--- src/rtl/pwm_sweep_master_if.sv ---
// Avalon-MM bus bundle between the PWM sweep master and the PWM LED peripheral.
interface pwm_sweep_master_if #(
    parameter int unsigned ADDR_W = 8
);
    localparam int unsigned DATA_W = 32;

    logic [ADDR_W-1:0] address;
    logic              read;
    logic              write;
    logic [DATA_W-1:0] writedata;
    logic [DATA_W-1:0] readdata;
    logic              waitrequest;

    modport master (
        output address, read, write, writedata,
        input  readdata, waitrequest
    );

    modport slave (
        input  address, read, write, writedata,
        output readdata, waitrequest
    );
endinterface

--- src/rtl/pwm_sweep_master.sv ---
// Avalon-MM initiator: programs the PWM peripheral, ramps duty 0..duty_max with
// readback verification of each step, then disables the peripheral.
module pwm_sweep_master #(
    parameter int unsigned ADDR_W       = 8,
    parameter int unsigned READ_LATENCY = 1
) (
    input  logic                clock,
    input  logic                reset,
    input  logic                start,
    input  logic                stop,
    input  logic [31:0]         period_val,
    input  logic [7:0]          led_mask,
    input  logic [31:0]         duty_max,
    input  logic [31:0]         step_interval,
    pwm_sweep_master_if.master  bus,
    output logic                busy,
    output logic [31:0]         cur_duty,
    output logic                mismatch
);
    localparam int unsigned DATA_W = 32;
    localparam int unsigned LAT_W  = 3;

    localparam logic [ADDR_W-1:0] A_EN     = ADDR_W'(0);
    localparam logic [ADDR_W-1:0] A_DUTY   = ADDR_W'(1);
    localparam logic [ADDR_W-1:0] A_PERIOD = ADDR_W'(2);
    localparam logic [ADDR_W-1:0] A_LED    = ADDR_W'(3);

    typedef enum logic [3:0] {
        IDLE, WR_PERIOD, WR_LED, WR_DUTY, WR_EN, RD_DUTY, RD_WAIT, HOLD, WR_DIS
    } state_t;

    state_t              r_state, w_state_nxt;
    logic [ADDR_W-1:0]   r_address, w_addr_nxt;
    logic                r_read, w_read_nxt;
    logic                r_write, w_write_nxt;
    logic [DATA_W-1:0]   r_writedata, w_wdata_nxt;
    logic                r_busy;
    logic [DATA_W-1:0]   r_cur_duty;
    logic                r_mismatch;
    logic [DATA_W-1:0]   r_duty, w_duty_nxt;
    logic [DATA_W-1:0]   r_period, r_duty_max, r_interval;
    logic [7:0]          r_mask;
    logic [DATA_W-1:0]   r_hold_cnt, w_hold_nxt;
    logic [LAT_W-1:0]    r_lat_cnt, w_lat_nxt;
    logic                r_stop;
    logic                w_accept;
    logic                w_stop_req;
    logic                w_sample;

    assign w_accept   = (r_read | r_write) & ~bus.waitrequest;
    assign w_stop_req = r_stop | stop;

    assign bus.address   = r_address;
    assign bus.read      = r_read;
    assign bus.write     = r_write;
    assign bus.writedata = r_writedata;
    assign busy          = r_busy;
    assign cur_duty      = r_cur_duty;
    assign mismatch      = r_mismatch;

    // Next-state and next-command decode; commands are a function of the next state.
    always_comb begin
        w_state_nxt = r_state;
        w_duty_nxt  = r_duty;
        w_hold_nxt  = r_hold_cnt;
        w_lat_nxt   = r_lat_cnt;
        w_sample    = 1'b0;
        w_read_nxt  = 1'b0;
        w_write_nxt = 1'b0;
        w_addr_nxt  = r_address;
        w_wdata_nxt = r_writedata;

        case (r_state)
            IDLE: begin
                if (start) begin
                    w_state_nxt = WR_PERIOD;
                    w_duty_nxt  = '0;
                end
            end
            WR_PERIOD: if (w_accept) w_state_nxt = w_stop_req ? WR_DIS : WR_LED;
            WR_LED:    if (w_accept) w_state_nxt = w_stop_req ? WR_DIS : WR_DUTY;
            WR_DUTY: begin
                // Enable is written only once, right after the initial zero duty.
                if (w_accept)
                    w_state_nxt = w_stop_req ? WR_DIS : ((r_duty == '0) ? WR_EN : RD_DUTY);
            end
            WR_EN: if (w_accept) w_state_nxt = w_stop_req ? WR_DIS : RD_DUTY;
            RD_DUTY: begin
                if (w_accept) begin
                    w_state_nxt = RD_WAIT;
                    w_lat_nxt   = LAT_W'(READ_LATENCY - 1);
                end
            end
            RD_WAIT: begin
                if (r_lat_cnt == '0) begin
                    w_sample    = 1'b1;
                    w_state_nxt = w_stop_req ? WR_DIS : HOLD;
                    w_hold_nxt  = (r_interval == '0) ? '0 : r_interval - 32'd1;
                end else begin
                    w_lat_nxt = r_lat_cnt - LAT_W'(1);
                end
            end
            HOLD: begin
                if (w_stop_req) begin
                    w_state_nxt = WR_DIS;
                end else if (r_hold_cnt == '0) begin
                    if (r_duty < r_duty_max) begin
                        w_duty_nxt  = r_duty + 32'd1;
                        w_state_nxt = WR_DUTY;
                    end else begin
                        w_state_nxt = WR_DIS;
                    end
                end else begin
                    w_hold_nxt = r_hold_cnt - 32'd1;
                end
            end
            WR_DIS:  if (w_accept) w_state_nxt = IDLE;
            default: w_state_nxt = IDLE;
        endcase

        case (w_state_nxt)
            WR_PERIOD: begin
                w_write_nxt = 1'b1;
                w_addr_nxt  = A_PERIOD;
                w_wdata_nxt = (r_state == IDLE) ? period_val : r_period;
            end
            WR_LED: begin
                w_write_nxt = 1'b1;
                w_addr_nxt  = A_LED;
                w_wdata_nxt = DATA_W'(r_mask);
            end
            WR_DUTY: begin
                w_write_nxt = 1'b1;
                w_addr_nxt  = A_DUTY;
                w_wdata_nxt = w_duty_nxt;
            end
            WR_EN: begin
                w_write_nxt = 1'b1;
                w_addr_nxt  = A_EN;
                w_wdata_nxt = 32'd1;
            end
            RD_DUTY: begin
                w_read_nxt = 1'b1;
                w_addr_nxt = A_DUTY;
            end
            WR_DIS: begin
                w_write_nxt = 1'b1;
                w_addr_nxt  = A_EN;
                w_wdata_nxt = '0;
            end
            default: ;
        endcase
    end

    always_ff @(posedge clock) begin
        if (reset) begin
            r_state     <= IDLE;
            r_address   <= '0;
            r_read      <= 1'b0;
            r_write     <= 1'b0;
            r_writedata <= '0;
            r_busy      <= 1'b0;
            r_cur_duty  <= '0;
            r_mismatch  <= 1'b0;
            r_duty      <= '0;
            r_period    <= '0;
            r_mask      <= '0;
            r_duty_max  <= '0;
            r_interval  <= '0;
            r_hold_cnt  <= '0;
            r_lat_cnt   <= '0;
            r_stop      <= 1'b0;
        end else begin
            r_state     <= w_state_nxt;
            r_address   <= w_addr_nxt;
            r_read      <= w_read_nxt;
            r_write     <= w_write_nxt;
            r_writedata <= w_wdata_nxt;
            r_busy      <= (w_state_nxt != IDLE);
            r_duty      <= w_duty_nxt;
            r_hold_cnt  <= w_hold_nxt;
            r_lat_cnt   <= w_lat_nxt;

            if (r_state == IDLE && start) begin
                r_period   <= period_val;
                r_mask     <= led_mask;
                r_duty_max <= duty_max;
                r_interval <= step_interval;
                r_mismatch <= 1'b0;
            end else if (w_sample && (bus.readdata != r_cur_duty)) begin
                r_mismatch <= 1'b1;
            end

            if (r_state == WR_DUTY && w_accept)
                r_cur_duty <= r_duty;

            // Stop is held until it can take effect at a state boundary.
            if (w_state_nxt == WR_DIS || w_state_nxt == IDLE)
                r_stop <= 1'b0;
            else if (stop && r_state != IDLE && r_state != WR_DIS)
                r_stop <= 1'b1;
        end
    end
endmodule

--- src/flat_wrapper.sv ---
// flat-port wrapper written by rule: the top's interface ports become plain ports
module pwm_sweep_master_flat 
#(
    parameter int unsigned ADDR_W       = 8,
    parameter int unsigned READ_LATENCY = 1
)
  (clock, reset, start, stop, period_val, led_mask, duty_max, step_interval, busy, cur_duty, mismatch, bus_address, bus_read, bus_write, bus_writedata, bus_readdata, bus_waitrequest);
  pwm_sweep_master_if #(.ADDR_W(ADDR_W)) bus_i ();
  input  logic clock;
  input  logic reset;
  input  logic start;
  input  logic stop;
  input  logic [31:0] period_val;
  input  logic [7:0] led_mask;
  input  logic [31:0] duty_max;
  input  logic [31:0] step_interval;
  output logic busy;
  output logic [31:0] cur_duty;
  output logic mismatch;
  output wire logic [$bits(bus_i.address)-1:0] bus_address;
  output wire logic [$bits(bus_i.read)-1:0] bus_read;
  output wire logic [$bits(bus_i.write)-1:0] bus_write;
  output wire logic [$bits(bus_i.writedata)-1:0] bus_writedata;
  input wire logic [$bits(bus_i.readdata)-1:0] bus_readdata;
  input wire logic [$bits(bus_i.waitrequest)-1:0] bus_waitrequest;
  assign bus_address = bus_i.address;
  assign bus_read = bus_i.read;
  assign bus_write = bus_i.write;
  assign bus_writedata = bus_i.writedata;
  assign bus_i.readdata = bus_readdata;
  assign bus_i.waitrequest = bus_waitrequest;
  pwm_sweep_master #(.ADDR_W(ADDR_W), .READ_LATENCY(READ_LATENCY)) u_core (.clock(clock), .reset(reset), .start(start), .stop(stop), .period_val(period_val), .led_mask(led_mask), .duty_max(duty_max), .step_interval(step_interval), .bus(bus_i), .busy(busy), .cur_duty(cur_duty), .mismatch(mismatch));
endmodule
--- config.mk ---
export PLATFORM = sky130hd
export DESIGN_NAME = pwm_sweep_master_flat
export DESIGN_NICKNAME = d
export VERILOG_FILES = /design/src/rtl/pwm_sweep_master_if.sv /design/src/rtl/pwm_sweep_master.sv /design/src/flat_wrapper.sv
export SDC_FILE = /design/constraint.sdc
export NUM_CORES = 1
export LEC_CHECK = 0
export ABC_AREA = 0
export CAP_MARGIN = 5
export CORE_MARGIN = 10
export CORE_UTILIZATION = 50
export DETAILED_ROUTE_END_ITERATION = 10
export GPL_ROUTABILITY_DRIVEN = 0
export PLACE_DENSITY = 0.76
export SLEW_MARGIN = 5
export SYNTH_ARGS = -nofsm -noshare
export SYNTH_HDL_FRONTEND = slang
export SYNTH_SLANG_ARGS = --single-unit
--- constraint.sdc ---
create_clock -name clock -period 7.1 [get_ports clock]
set_input_delay 2.13 -clock clock [delete_from_list [all_inputs] [get_ports clock]]
set_output_delay 2.13 -clock clock [all_outputs]
set_load 0.02 [all_outputs]
**Yosys cells after proc, flatten, opt, wreduce, memory -nomap -nowiden**

Cells that the tools add are included.

- Flip-flop bits (word level): 252
- Output and inout bits: 76
- Word-level logic and storage cells: 109

- Add/subtract/negate cells: 4
- $lt $le $gt $ge: 1
- Eq/ne operators: 21
- Multiplexer cells: 38
- Bitwise logic cells: 4
- Reduce and logical (&&, ||, !) cells: 25

Operators with widths:

| cell | number |
|---|---|
| 2-to-1 mux 32 bit | 9 |
| one-hot mux 32 bit (5 select lines) | 1 |
| one-hot mux 32 bit (2 select lines) | 2 |
| logical NOT 32 bit | 3 |
| 2-to-1 mux 4 bit | 16 |
| subtractor 32 x 1 -> 32 bit, second input constant | 2 |
| one-hot mux 4 bit (9 select lines) | 1 |
| adder 32 x 1 -> 32 bit, second input constant | 1 |
| < comparator 32 bit | 1 |
| inequality test 32 bit | 1 |
| one-hot mux 8 bit (4 select lines) | 1 |
| == test 4 x 3 -> 1 bit, second input constant | 6 |
| == test 4 x 2 -> 1 bit, second input constant | 4 |
| nonzero test 4 bit | 3 |
| == test 4 x 1 -> 1 bit, second input constant | 2 |
| == test 4 bit, second input constant | 2 |
| logical NOT 4 bit | 2 |
| OR reduction 2 bit | 4 |
| 2-to-1 mux 3 bit | 2 |
| inequality test 2 bit, second input constant | 3 |
| one-hot mux 3 bit (2 select lines) | 1 |
| logical AND 1 bit | 5 |
| 2-to-1 mux 1 bit | 5 |
| nonzero test 5 bit | 1 |
| 12 further kinds | 15 |

**Longest topological paths before layout**

- Depth in word-level cells: 8
- Gate-level depth with buffers: 14
- Gate-level depth less buffers: 11

**Worst setup path after synthesis**

Ideal clock, no wire load.

- Path kind: in2reg
- Start point: input stop
- End point: register u_core.r_writedata[19] (netlist: u_core.bus.writedata[19])
- Setup time: 0.120 ns
- Arrival time: 4.941 ns
- Required time: 6.980 ns
- Slack: 2.039 ns
- Cell stages on the path: 9
- Cells stage by stage: or2_2 or4_4 or4_4 or4_1 clkbuf_1 or4_1 and3_4 a211oi_1 nor2_1

- Word-level cells in the longest chain between the ends: 6
- Elaborated cells between the ends (all ways): 22
- Classes of those cells: 5 x eq/ne; 15 x mux; 1 x bitwise; 1 x reduce/logical

Ends and longest elaborated chain:

| element | RTL line | source |
|---|---|---|
| start, declared | flat_wrapper.sv:12 | `input logic stop;` |
| OR 1 bit * | pwm_sweep_master.sv:51 | `assign w_stop_req = r_stop \| stop;` |
| 2-to-1 mux 4 bit (on tied branches) (2 in series) | -- |  |
| one-hot mux 4 bit (9 select lines) | pwm_sweep_master.sv:73 | `case (r_state)` |
| == test 4 bit, or another cell as far along | pwm_sweep_master.sv:121 | `case (w_state_nxt)` |
| one-hot mux 32 bit (5 select lines) or nonzero test 5 bit (tied branches) | -- |  |
| end signal, assigned | pwm_sweep_master.sv:178 | `r_writedata <= w_wdata_nxt;` |
| end, declared | pwm_sweep_master.sv:36 | `logic [DATA_W-1:0] r_writedata, w_wdata_nxt;` |

Every way passes the cells marked *; elsewhere a longest branch is shown, timed or not.
A chain may end at the register's enable or synchronous reset.

**Final worst setup path**

- Start point: input stop
- End point: register u_core.r_writedata[29] (netlist: u_core.bus.writedata[29])

Same word-level chain as after synthesis.

==> impl_results.html <==
<table>
<tr><th>Metric</th><th>Value</th></tr>
<tr><th colspan="2">Global route</th></tr>
<tr><td>Largest net degree at the start of global routing</td><td>110</td></tr>
<tr><td>Tot GR Track Use</td><td>about 24%</td></tr>
<tr><td>First-pass GRT wire length</td><td>a little under 70000 um</td></tr>
<tr><td>Congestion Overflow GR</td><td>0</td></tr>
<tr><td>Vias in the first global route</td><td>between 10000 and 15000</td></tr>
<tr><td>Initial antenna violation count</td><td>0</td></tr>
<tr><th colspan="2">Clocking</th></tr>
<tr><td>Deepest level of the CTS H-tree</td><td>1</td></tr>
<tr><td>Number of buffers inserted by hold repair at cts</td><td>0</td></tr>
<tr><td>Clock buffers created by TritonCTS</td><td>26</td></tr>
<tr><td>CTS tree</td><td>done</td></tr>
<tr><td>Count of instances resized after the clock tree is built</td><td>0</td></tr>
<tr><td>Post-CTS setup buffer count</td><td>0</td></tr>
<tr><td>Clock edge transition at the registers on the reported setup and hold paths</td><td>0.06 ns</td></tr>
<tr><td>Clock insertion delay at the later pin of the skew report</td><td>approximately 0.56 ns</td></tr>
<tr><td>Clock tree buffer depth</td><td>3</td></tr>
<tr><td>Cell at the root of the clock tree</td><td>sky130_fd_sc_hd__clkbuf_16</td></tr>
<tr><td>Number of clock sinks seen by CTS</td><td>246</td></tr>
<tr><th colspan="2">Drt</th></tr>
<tr><td>DRC violation count after routing</td><td>0</td></tr>
<tr><td>Total via count after detailed routing</td><td>~13000</td></tr>
<tr><td>Number of detailed-routing iterations run before antenna repair</td><td>6</td></tr>
<tr><td>DRC violation total after the first TritonRoute iteration</td><td>around 1600</td></tr>
<tr><td>Antenna-violating nets left</td><td>0</td></tr>
<tr><td>Routed wire length per instance</td><td>19.01 um</td></tr>
<tr><td>Vias per Instance</td><td>slightly below 6</td></tr>
<tr><td>Overall routed net length</td><td>42230 um</td></tr>
<tr><th colspan="2">Timing</th></tr>
<tr><td>Post-Route Hold Slack</td><td>0.4532 ns</td></tr>
<tr><td>Relative slew slack</td><td>~17%</td></tr>
<tr><td>Unrepaired setup endpoints after global routing</td><td>false</td></tr>
<tr><td>Setup violations, final</td><td>0</td></tr>
<tr><td>Count of pins over their slew limit</td><td>0</td></tr>
<tr><td>Worst-margin pin slew</td><td>between 1 and 1.5 ns</td></tr>
<tr><td>Period minus WS final</td><td>5.369 ns</td></tr>
<tr><td>Fin. Hold Viols</td><td>0</td></tr>
<tr><td>Setup TNS</td><td>0 ns</td></tr>
<tr><td>Highest clock rate</td><td>roughly 190 MHz</td></tr>
<tr><td>Final setup margin</td><td>around 1.7 ns</td></tr>
<tr><td>Clock skew</td><td>roughly 0.037 ns</td></tr>
<tr><td>Final worst-path cycle share</td><td>about three quarters</td></tr>
<tr><th colspan="2">Critical path</th></tr>
<tr><td>Kind of launch point of the worst setup path</td><td>primary input</td></tr>
<tr><td>Maximum fanout count along the critical path</td><td>15</td></tr>
<tr><td>WP data arrival</td><td>between 5 and 6 ns</td></tr>
<tr><td>Classification of the worst setup path</td><td>primary input to flop</td></tr>
<tr><td>Worst setup EP type</td><td>flop</td></tr>
<tr><td>Worst EP required</td><td>between 7 and 8 ns</td></tr>
<tr><th colspan="2">Synth</th></tr>
<tr><td>Part of the Yosys area used for sequential elements</td><td>between 30% and 40%</td></tr>
<tr><td>Count of flip-flops with a built-in enable after synthesis</td><td>0</td></tr>
<tr><td>Prevailing post-synth register cell</td><td>sky130_fd_sc_hd__dfxtp_1</td></tr>
<tr><td>Count of distinct cell types in the synthesized netlist</td><td>67</td></tr>
<tr><td>Count of state elements after synthesis</td><td>~250</td></tr>
<tr><td>Cell types with the largest area share after synthesis</td><td>sky130_fd_sc_hd__dfxtp_1 (39%), sky130_fd_sc_hd__nand2_1 (13%), sky130_fd_sc_hd__a21oi_1 (8.2%)</td></tr>
<tr><td>Netlist Area Pre-Place</td><td>12770 um2</td></tr>
<tr><td>Share of flip-flops with an asynchronous set or reset after synthesis</td><td>0%</td></tr>
<tr><td>Cell taking the most area after synthesis</td><td>sky130_fd_sc_hd__dfxtp_1</td></tr>
<tr><td>Average cell area after synthesis</td><td>7.365 um2</td></tr>
<tr><td>Number of standard cells after synthesis</td><td>between 1500 and 2000</td></tr>
<tr><td>Ys Warns</td><td>0</td></tr>
<tr><td>Share of Yosys cell area claimed by the top area cell type</td><td>38.56%</td></tr>
<tr><th colspan="2">Cells and area</th></tr>
<tr><td>Net count reported at finish</td><td>between 2000 and 2500</td></tr>
<tr><td>Post-route cell area</td><td>15860 um2</td></tr>
<tr><td>Most common library cell in the layout ignoring fill and taps</td><td>sky130_fd_sc_hd__nand2_1</td></tr>
<tr><td>Leading cell types in the layout, fill and taps excluded</td><td>sky130_fd_sc_hd__nand2_1 (427), sky130_fd_sc_hd__dfxtp_1 (246), sky130_fd_sc_hd__clkdlybuf4s50_1 (209), sky130_fd_sc_hd__a21oi_1 (208), sky130_fd_sc_hd__nor2_1 (120)</td></tr>
<tr><td>Area added between synthesis and finish</td><td>24.17%</td></tr>
<tr><td>Proportion of layout cells with a drive suffix above 1</td><td>5.024%</td></tr>
<tr><td>Number of antenna diodes</td><td>0</td></tr>
<tr><th colspan="2">Pwr</th></tr>
<tr><td>Total power</td><td>between 3000 and 4000 uW</td></tr>
<tr><td>VDD IR max</td><td>~0.14 mV</td></tr>
<tr><td>Pwr Density</td><td>approximately 220 nW/um2</td></tr>
<tr><td>Reported leakage power</td><td>a little under 0.006 uW</td></tr>
<tr><th colspan="2">Flow run</th></tr>
<tr><td>Count of max-cap constraint violations</td><td>0</td></tr>
<tr><th colspan="2">Die</th></tr>
<tr><td>Die X-Extent</td><td>around 180 um</td></tr>
<tr><td>Std-Cell Rows</td><td>58</td></tr>
<tr><td>Core area</td><td>25180 um2</td></tr>
<tr><td>Y dimension of the die</td><td>179.8 um</td></tr>
<tr><td>Area enclosed by the die boundary</td><td>32340 um2</td></tr>
<tr><td>Top Ports</td><td>around 220</td></tr>
<tr><td>Initial core utilization</td><td>approximately half</td></tr>
<tr><th colspan="2">Outcome</th></tr>
<tr><td>Status</td><td>completed</td></tr>
<tr><th colspan="2">Placement</th></tr>
<tr><td>Setup WS pre-CTS</td><td>about 1.2 ns</td></tr>
<tr><td>Buffers on Ports</td><td>210</td></tr>
<tr><td>Cell area after placement</td><td>14980 um2</td></tr>
<tr><td>Hpwl dp</td><td>~30000 um</td></tr>
<tr><th colspan="2">Min path</th></tr>
<tr><td>Worst min-delay path class</td><td>flop to flop</td></tr>
</table>
power by group:
part	switching, uW	total [uW]	internal (uW)	leakage [uW]
combinational	348	623	275	0.00338
sequential	62.4	1520	1460	0.00201
clock	572	1400	828	0.000431
total	983	3540	2560	0.00581
metrics by stage:
stage,util [%],cells
floorplan,-,1739
global placement,59.50,2176
detailed placement,59.50,2176
CTS,62.97,2221
global route,62.97,2221
finish,62.97,2221
synth_stat cells, drive strengths merged, types with 5 or more instances:
library cell / count
inv: 46
a22oi: 16
o32ai: 8
or2: 7
and3: 11
o221a: 11
or3: 16
buf: 10
nor4: 36
ha: 37
or4: 17
mux2: 11
nand2: 428
mux2i: 5
nor2: 121
nor3b: 5
and2: 17
a21oi: 208
a21o: 6
nor2b: 5
nand4: 24
xor2: 13
o211ai: 5
nand3: 35
o21ai: 70
a31oi: 33
dfxtp: 246
clkbuf: 108
o22ai: 26
nand2b: 8
nor3: 41
xnor2: 52
worst max-delay path: stages:
cell	delay [ns]
sky130_fd_sc_hd__clkdlybuf4s50_1	0.44
sky130_fd_sc_hd__or2_2	0.35
sky130_fd_sc_hd__or4_4	0.50
sky130_fd_sc_hd__or4_4	0.56
sky130_fd_sc_hd__or4_1	0.78
sky130_fd_sc_hd__or3_1	0.44
sky130_fd_sc_hd__mux2_4	0.31
sky130_fd_sc_hd__nor2_1	0.13
sky130_fd_sc_hd__o221a_1	0.22
logic make-up (layout without fill, tap and decap cells):
group / count (synthesis) / count (layout) / share of synthesized area, %
other: 1 / 6 / 0.02936
buffers and inverters: 165 / 317 / 5.046
adders and majority gates: 37 / 37 / 3.625
AOI/OAI and AO/OA: 421 / 421 / 19.48
DFF: 246 / 246 / 38.56
xor gates and xnor gates: 65 / 65 / 4.458
and+or+nand+nor: 783 / 783 / 27.41
muxes: 16 / 16 / 1.391
worst paths after layout:
| check | endpoint | start | depth (start not counted) | slack (ns) |
|---|---|---|---|---|
| setup / recovery | u_core.bus.writedata[29]$_SDFFE_PP0P_ | stop | 9 | 1.73 |
| hold / removal | u_core.r_mask[3]$_SDFFE_PP0P_ | u_core.r_mask[3]$_SDFFE_PP0P_ | 2 | 0.45 |
| setup reg to reg | u_core.bus.writedata[0]$_SDFFE_PP0P_ | u_core.r_duty[15]$_SDFF_PP0_ | 10 | 2.71 |
| hold reg to reg | u_core.r_mask[3]$_SDFFE_PP0P_ | u_core.r_mask[3]$_SDFFE_PP0P_ | 2 | 0.45 |
layer usage:
layer  part of all wire (%)  track usage (%)  wire length [um]
met1                     44            33.73             18630
met2                     43            37.28             18330
met3                    9.6            4.739              4050
met4                    2.9            7.873              1218
met5                      0                0                 0
flip-flops by register name, summed over array words and instances, names as in the netlist, 4 cells and up:
signal	count
u_core.bus.writedata	32
u_core.cur_duty	32
u_core.r_duty	32
u_core.r_duty_max	32
u_core.r_hold_cnt	32
u_core.r_interval	32
u_core.r_mask	8
u_core.r_period	32
u_core.r_state	4
cell type report:
type / count / area, um2
clock buffer: 39 / 779.5
clock inverter: 6 / 95.09
inverter: 47 / 176.4
timing repair buffer: 225 / 2216
tap: 330 / 412.9
fill: 2192 / 9324
sequential: 246 / 4925
multi-input combinational: 1328 / 7253
Power figures use the tool's default switching activity.
